[config.mk]
export PLATFORM = sky130hd
export DESIGN_NAME = reg_flag_file
export DESIGN_NICKNAME = d
export VERILOG_FILES = /design/src/rtl/reg_flag_file.sv
export SDC_FILE = /design/constraint.sdc
export NUM_CORES = 1
export LEC_CHECK = 0
export BUFFER_PORTS_ARGS = -buffer_cell sky130_fd_sc_hd__buf_2
export CAP_MARGIN = 10
export CORE_ASPECT_RATIO = 0.75
export CORE_MARGIN = 5
export CORE_UTILIZATION = 25
export DETAILED_ROUTE_END_ITERATION = 7
export PLACE_DENSITY = 0.38
export SETUP_SLACK_MARGIN = 0.1
export SYNTH_ARGS = -nofsm -noshare
export SYNTH_HDL_FRONTEND = slang
export SYNTH_SLANG_ARGS = --single-unit
[constraint.sdc]
create_clock -name clk -period 1.95 [get_ports clk]
set_input_delay 0.39 -clock clk [delete_from_list [all_inputs] [get_ports clk]]
set_output_delay 0.39 -clock clk [all_outputs]
set_load 0.005 [all_outputs]
[src/rtl/reg_flag_file.sv]
// reg_flag_file
// -------------
// Architectural state that sits around the ALU in the single-cycle datapath:
// an 8-entry register file (register 0 hard-wired to zero) that feeds ALU
// operands A and B, the Z/C status flags (C drives ALU carry_in), and a small
// LIFO flag stack that saves/restores {Z,C} around interrupt and subroutine
// entry/exit.
//
// Ports
//   clk, rst                  rising-edge clock, synchronous active-high reset
//   ra_addr/ra_data           read port A (combinational, write-through bypass)
//   rb_addr/rb_data           read port B (combinational, write-through bypass)
//   we, wa, wd                register write port (writes to r0 discarded)
//   z_we, c_we                load Z from alu_zero / C from alu_carry
//   alu_zero, alu_carry       ALU status inputs (registered only)
//   zero_flag, carry_flag     registered Z and C
//   push, pop                 save / restore {Z,C} on the flag stack
//   stack_full, stack_empty   stack occupancy (DEPTH / zero entries)
//   stack_err                 sticky: overflow, underflow or push+pop together

module reg_flag_file #(
    parameter int WIDTH = 8,
    parameter int DEPTH = 4
) (
    input  logic             clk,
    input  logic             rst,
    input  logic [2:0]       ra_addr,
    input  logic [2:0]       rb_addr,
    output logic [WIDTH-1:0] ra_data,
    output logic [WIDTH-1:0] rb_data,
    input  logic             we,
    input  logic [2:0]       wa,
    input  logic [WIDTH-1:0] wd,
    input  logic             z_we,
    input  logic             c_we,
    input  logic             alu_zero,
    input  logic             alu_carry,
    output logic             zero_flag,
    output logic             carry_flag,
    input  logic             push,
    input  logic             pop,
    output logic             stack_full,
    output logic             stack_empty,
    output logic             stack_err
);

    // sp counts 0..DEPTH inclusive, so it needs one more bit than an index.
    localparam int SP_W  = $clog2(DEPTH + 1);
    localparam int IDX_W = $clog2(DEPTH);

    // ------------------------------------------------------------------
    // State
    // ------------------------------------------------------------------
    logic [WIDTH-1:0] regs_q  [8];
    logic [WIDTH-1:0] regs_d  [8];
    logic [1:0]       stack_q [DEPTH];
    logic [1:0]       stack_d [DEPTH];
    logic [SP_W-1:0]  sp_q, sp_d;
    logic             z_q, z_d;
    logic             c_q, c_d;
    logic             err_q, err_d;

    // ------------------------------------------------------------------
    // Decode of the stack request
    // ------------------------------------------------------------------
    logic             full, empty;
    logic             push_ok, pop_ok, stack_fault;
    logic             reg_wr;
    logic [IDX_W-1:0] push_idx, pop_idx;

    assign full        = (sp_q == SP_W'(DEPTH));
    assign empty       = (sp_q == '0);
    assign push_ok     = push && !pop && !full;
    assign pop_ok      = pop && !push && !empty;
    // Any other push/pop combination is a fault and leaves the stack alone.
    assign stack_fault = (push && pop) || (push && full) || (pop && empty);
    assign reg_wr      = we && (wa != 3'd0);

    // When full the low bits of sp wrap to 0, but push_idx is then unused
    // and pop_idx (0 - 1) lands correctly on DEPTH-1.
    assign push_idx    = sp_q[IDX_W-1:0];
    assign pop_idx     = sp_q[IDX_W-1:0] - IDX_W'(1);

    // ------------------------------------------------------------------
    // Read ports: combinational with write-through bypass
    // ------------------------------------------------------------------
    function automatic logic [WIDTH-1:0] read_port(input logic [2:0] addr);
        if (addr == 3'd0) begin
            return '0;
        end else if (reg_wr && (wa == addr)) begin
            return wd;
        end else begin
            return regs_q[addr];
        end
    endfunction

    assign ra_data = read_port(ra_addr);
    assign rb_data = read_port(rb_addr);

    // ------------------------------------------------------------------
    // Next-state logic
    // ------------------------------------------------------------------
    // NOTE: every *_d gets a hold value first so no path leaves it unassigned;
    // that is what keeps this block from inferring latches.
    always_comb begin
        regs_d  = regs_q;
        stack_d = stack_q;
        sp_d    = sp_q;
        z_d     = z_q;
        c_d     = c_q;
        err_d   = err_q;

        if (reg_wr) begin
            regs_d[wa] = wd;
        end

        if (z_we) begin
            z_d = alu_zero;
        end
        if (c_we) begin
            c_d = alu_carry;
        end

        if (push_ok) begin
            // Saves the flags as they stand before this edge's update.
            stack_d[push_idx] = {z_q, c_q};
            sp_d              = sp_q + SP_W'(1);
        end else if (pop_ok) begin
            // A successful pop wins over the flag enables.
            {z_d, c_d} = stack_q[pop_idx];
            sp_d       = sp_q - SP_W'(1);
        end

        if (stack_fault) begin
            err_d = 1'b1;
        end
    end

    // ------------------------------------------------------------------
    // Registers
    // ------------------------------------------------------------------
    // NOTE: sequential state uses non-blocking assignments only, so every flop
    // samples the values from before the edge regardless of statement order.
    always_ff @(posedge clk) begin
        if (rst) begin
            for (int i = 0; i < 8; i++) begin
                regs_q[i] <= '0;
            end
            sp_q  <= '0;
            z_q   <= 1'b0;
            c_q   <= 1'b0;
            err_q <= 1'b0;
        end else begin
            regs_q <= regs_d;
            sp_q   <= sp_d;
            z_q    <= z_d;
            c_q    <= c_d;
            err_q  <= err_d;
        end
    end

    // NOTE: stack entries are deliberately not reset: resetting sp discards
    // them, and an entry is only ever read after a push has written it.
    always_ff @(posedge clk) begin
        stack_q <= stack_d;
    end

    // ------------------------------------------------------------------
    // Outputs
    // ------------------------------------------------------------------
    assign zero_flag   = z_q;
    assign carry_flag  = c_q;
    assign stack_full  = full;
    assign stack_empty = empty;
    assign stack_err   = err_q;

endmodule

### Word-level counts from Yosys, hierarchy flattened

Index checks and enable logic that the tools add are counted.

* add/sub/neg operators: 3
* $lt $le $gt $ge: 7
* equal/unequal tests: 3
* mux-type cells: 27
* bitwise gates (word level): 5
* reductions and logical operators: 23

Operators by type and width (number)
* 8-bit two-way mux: 9
* 64-bit bitwise mux: 1
* 8-bit binary-select mux with 3-bit select: 2
* 8-bit demux with 3-bit select: 1
* 4-bit >= comparator (second input constant): 3
* 1-bit logical AND: 12
* 3-bit inverter with 4-bit output: 3
* 3-bit zero test: 3
* 8-bit bitwise mux: 1
* 3-bit equality test: 2
* 3-bit >= comparator (second input constant): 2
* 1-bit two-way mux: 6
* 2-bit two-way mux: 3
* 3-bit two-way mux: 2
* 2-bit inverter with 3-bit output: 2
* 2-bit binary-select mux with 2-bit select: 1
* 2-bit demux with 2-bit select: 1
* 1-bit zero test: 4
* 4-bit by 1-bit < comparator with 1-bit output (second input constant): 1
* 3-bit by 1-bit adder with 3-bit output (second input constant): 1
* 3-bit equality test (second input constant): 1
* 3-bit by 1-bit < comparator with 1-bit output (second input constant): 1
* 3-bit nonzero test: 1
* 3-bit by 1-bit subtractor with 3-bit output (second input constant): 1
* 3 further kinds: 4

* register bits after elaboration: 78
* input bits: 26
* output and inout bits: 21
* word-level logic and storage cells: 84

### Longest topological paths before layout

* depth in word-level cells: 7
* mapped depth: 8
* depth with buffers taken out: 8

### Least setup slack after synthesis

No wires, ideal clock.

* path kind: register -> register
* start: reg sp_q[0]
* end: reg sp_q[2]
* library setup time: 70 ps
* arrival: 1875 ps
* required time: 1880 ps
* setup slack: 5 ps
* stages on the path, launching flop included: 9
* clock period less this slack: 1945 ps
* path through: dfxtp_1 > inv_1 > ha_1 > nand2_1 > nand2_1 > fa_1 > nand3b_1 > a21o_1 > a21oi_1

* longest elaborated chain between the ends: 4
* elaborated cells on any way between the ends: 11

RTL lines
* start, declared: RTL line 58 `logic [SP_W-1:0] sp_q, sp_d;`
* start signal, assigned: RTL line 155 `sp_q <= sp_d;`
* parallel branches: the longest is 4 deep, another holds 3-bit by 1-bit subtractor with 3-bit output

Parallel ways; which one is timed is not known. The select of a mux whose other input is x is not followed.
A chain may end at the register's enable or synchronous reset.

### Final worst setup path

* start: in rb_addr[2]
* end: out rb_data[6]

* longest elaborated chain between the ends: 6
* elaborated cells on any way between the ends: 9

RTL lines
* start, declared: RTL line 28 `input logic [2:0] rb_addr,`
* 3-bit inverter with 4-bit output (not written as such): RTL line 93 `return regs_q[addr];`
* 8-bit binary-select mux with 3-bit select: RTL line 93
* 8-bit two-way mux (not written as such) (2 in series): RTL line 93
* 8-bit two-way mux: RTL line 90 `end else if (reg_wr && (wa == addr)) begin`
* 8-bit two-way mux *: RTL line 88 `if (addr == 3'd0) begin`
* end, declared: RTL line 30 `output logic [WIDTH-1:0] rb_data,`

Every way passes the cells marked *; elsewhere a longest branch is shown, timed or not. The select of a mux whose other input is x is not followed.

==> impl_metrics.ini <==
[cells_and_area]
nNetsFinal = 629
drive_gt1_share_pct = 39.30
area_delta_synth_final_pct = 47.15
diodes = 0
fin_area_um2 = 6404
fillers = 1696

[grt]
antenna_found_initial = 0
grt.overflow.total = 0
grt_pass1_wl_um = 24780
grt_max_degree = 71
grt_util_all_layers_pct = 16.05
grt_pass1_vias = 4013

[sta]
slew_headroom_pct = 64.57
finalSetupViolations = 15
final.setup.tns_ns = -0.7813
min_period_ns = 2.078
hold_ws_ns = 0.3366
worstMarginPinSlew_ns = 0.5299
slew_violations = 0
min_period_over_period_pct = 106.5
timing.final.ws_setup_ns = -0.1275
finalHoldViolations = 0
finalClockSkew_ns = 0.004960
rsz0062_at_grt = yes
max_freq_mhz = 481.3

[worst_setup_path]
worst-setup-path-type = in -> out
critPathTopFamily = buffers and inverters
cp.required_ns = 1.56
r2r_slack_ns = 0.28
cp_cell_sequence = buf_12 -> buf_8 -> xor2_4 -> nor3_4 -> buf_6 -> buf_16 -> a22oi_2 -> a311oi_1 -> buf_2
critPathMaxFanout = 7
ff2ff_path_depth = 8
start_kind = primary input
cp_num_buf_inv = 5
critPathArrivalTime_ns = 1.69
path_depth = 9
critPathSlowestCell = nor3_4
crit_path_end_kind = output pin
critPathMaxStageDelay_ns = 0.19

[yosys]
synth_warnings = 0
synth_cells = 514
syn-cell-area_um2 = 4352
syn_avg_cell_area_um2 = 8.466
ys_seq_elements = 78
netlist-cell-type-count = 37
synth_nets = 545
ys_seq_area_share_pct = 37.72

[clock_tree]
ctsHoldBuffers = 0
htree_num_levels = 3
cts.sinks = 78
cts_inserted_buffers = 9
clock_latency_ns = 0.34
cts_tree = yes
cts.path.max_buffers = 2
ctsRootBufferMaster = clkbuf_16
clk_pin_slew_ns = 0.06

[floorplanning]
dieArea_um2 = 20170
io_pins = 47
rows = 41
die_y_um = 124.3
core_um2 = 16980
start_util_pct = 25.63
die_x_um = 162.3

[worst_hold_path]
min_path_type = in -> reg
holdPathStages = 3

[routing]
wl_per_cell_um = 19.27
wirelength_um = 16160
num_vias = 4079
drtAntennaViolNets = 0
drc = 0
firstDrtPassIters = 4
drt-initial-drc-count = 359
vias_per_cell = 4.862

[status]
status = finished with violations
violations = setup timing

[power_and_ir_drop]
pwr-share-seq_pct = 37.5
p_switching_mw = 1.288
p_int_mw = 3.319
swShare_pct = 27.96
power_density_nw_per_um2 = 719.3
peakVddDrop_uv = 383.1
p_clk_share_pct = 39.2
totalPowerFinal_mw = 4.606
p_leak_nw = 2.470
pwr-share-comb_pct = 23.3

[place]
hpwl_um = 11020
place_congestion = 0.8210
portBuffers = 46
placed_area_um2 = 5195

[job]
max_cap_viol_count = 0
==> Yosys cell counts (all sizes together) <==
master  number  area share [%]
nand2      121              10
dfxtp       70              32
a21oi       57             6.6
mux2i       35             8.1
mux2        33             8.5
buf         27             3.2
a22oi       25             4.3
o22ai       24             3.5
nor2b       16             2.3
clkbuf      13             1.1
inv         12             1.0
nor2        12             1.0
a311oi       8             1.6
edfxtp       8             5.5
o311a        8             1.8
nand2b       6            0.86
nand3        6            0.69
and3         4            0.57
ha           4             1.2
xnor2        4            0.80
a211oi       3            0.52
nor3         3            0.60
xor2         3            0.60
mux4         2             1.0
or3          2            0.29
a211o        1            0.20
a21o         1            0.17
a221oi       1            0.20
and2         1            0.14
fa           1            0.46
nand3b       1            0.17
nand4        1            0.14
or2          1            0.14
==> stage by stage <==
step | utilization, % | setup WS (ns) | cells
floorplan | - | 0.1096 | 514
global placement | 30.59 | -0.4335 | 810
detailed placement | 30.59 | -0.3709 | 810
CTS | 36.53 | -0.1191 | 836
global route | 37.71 | -0.1727 | 839
finish | 37.71 | -0.1275 | 839
==> path summary, 6_finish.rpt <==
| kind | from | to |
|---|---|---|
| min reg2reg | regs_q[31] | regs_q[31] |
| max reg2reg | sp_q[1] | sp_q[2] |
| min | push | stack_err |
| max | rb_addr[2] | rb_data[6] |
==> cell families (layout without fill, tap and decap cells) <==
logic type               after synthesis  after routing  share of synthesized area (%)
adder cells (fa/ha/maj)                5              5                          1.610
multiplexers                          70             70                          17.63
buffers and inverters                 52            141                          5.377
flip-flops                            78             78                          37.72
AO/OA/AOI/OAI                        128            128                          18.86
AND/OR/NAND/NOR                      174            174                          17.40
XOR/XNOR                               7              7                          1.409
==> layout make-up <==
cell class	instances	area (um2)	share of cell area, %
multi-input combinational	384	3030	47.32
sequential	78	1653	25.81
timing repair buffer	113	1061	16.57
tap	236	295.3	4.611
clock buffer	11	264.0	4.123
clock inverter	5	55.05	0.8597
inverter	12	45.04	0.7034
==> power groups by stage <==
| stage | logic, mW | clock network (mW) | registers [mW] |
|---|---|---|---|
| after floorplan | 0.482 | 0 | 1.76 |
| after global placement | 0.852 | 0 | 1.76 |
| after detailed placement | 0.851 | 0 | 1.76 |
| after CTS | 1.02 | 1.85 | 1.73 |
| after global routing | 1.16 | 1.91 | 1.74 |
| final | 1.07 | 1.81 | 1.73 |
==> metal layers <==
metal,track usage (%),wire [um],vias to the layer above
li1,-,-,2003
met1,24.61,8323,1949
met2,22.53,6702,110
met3,3.903,961,17
met4,3.332,176,0
met5,0,0,-
==> what timing repair did <==
action,4_1_cts,5_1_grt
pin swaps,14,20
endpoints found under the setup margin,16,18
cloned,6,0
hold endpoints to repair,0,0
buffers inserted,4,4
resized for setup,112,39
==> tightest hold or removal path: cells and delay by family <==
| kind | cells | cell delay, ns |
|---|---|---|
| buffers and inverters | 1 | 0.10 |
| AO/OA/AOI/OAI | 1 | 0.08 |
| AND/OR/NAND/NOR | 1 | 0.07 |
==> registers in the layout, indices dropped and copies added (netlist names) <==
name and cells:
carry_flag 1, regs_q 64, sp_q 3, stack_err 1
stack_q 8, zero_flag 1
==> cells in the final DEF (no fill, tap or decap), types with 14 or more instances in the layout <==
cell type / n
nor2b_1: 14
mux2_4: 15
nand2_1: 120
mux2i_1: 25
buf_2: 39
a21oi_1: 57
buf_6: 16
buf_4: 40
mux2_2: 18
dfxtp_1: 61
(Power assumes the default switching activity.)
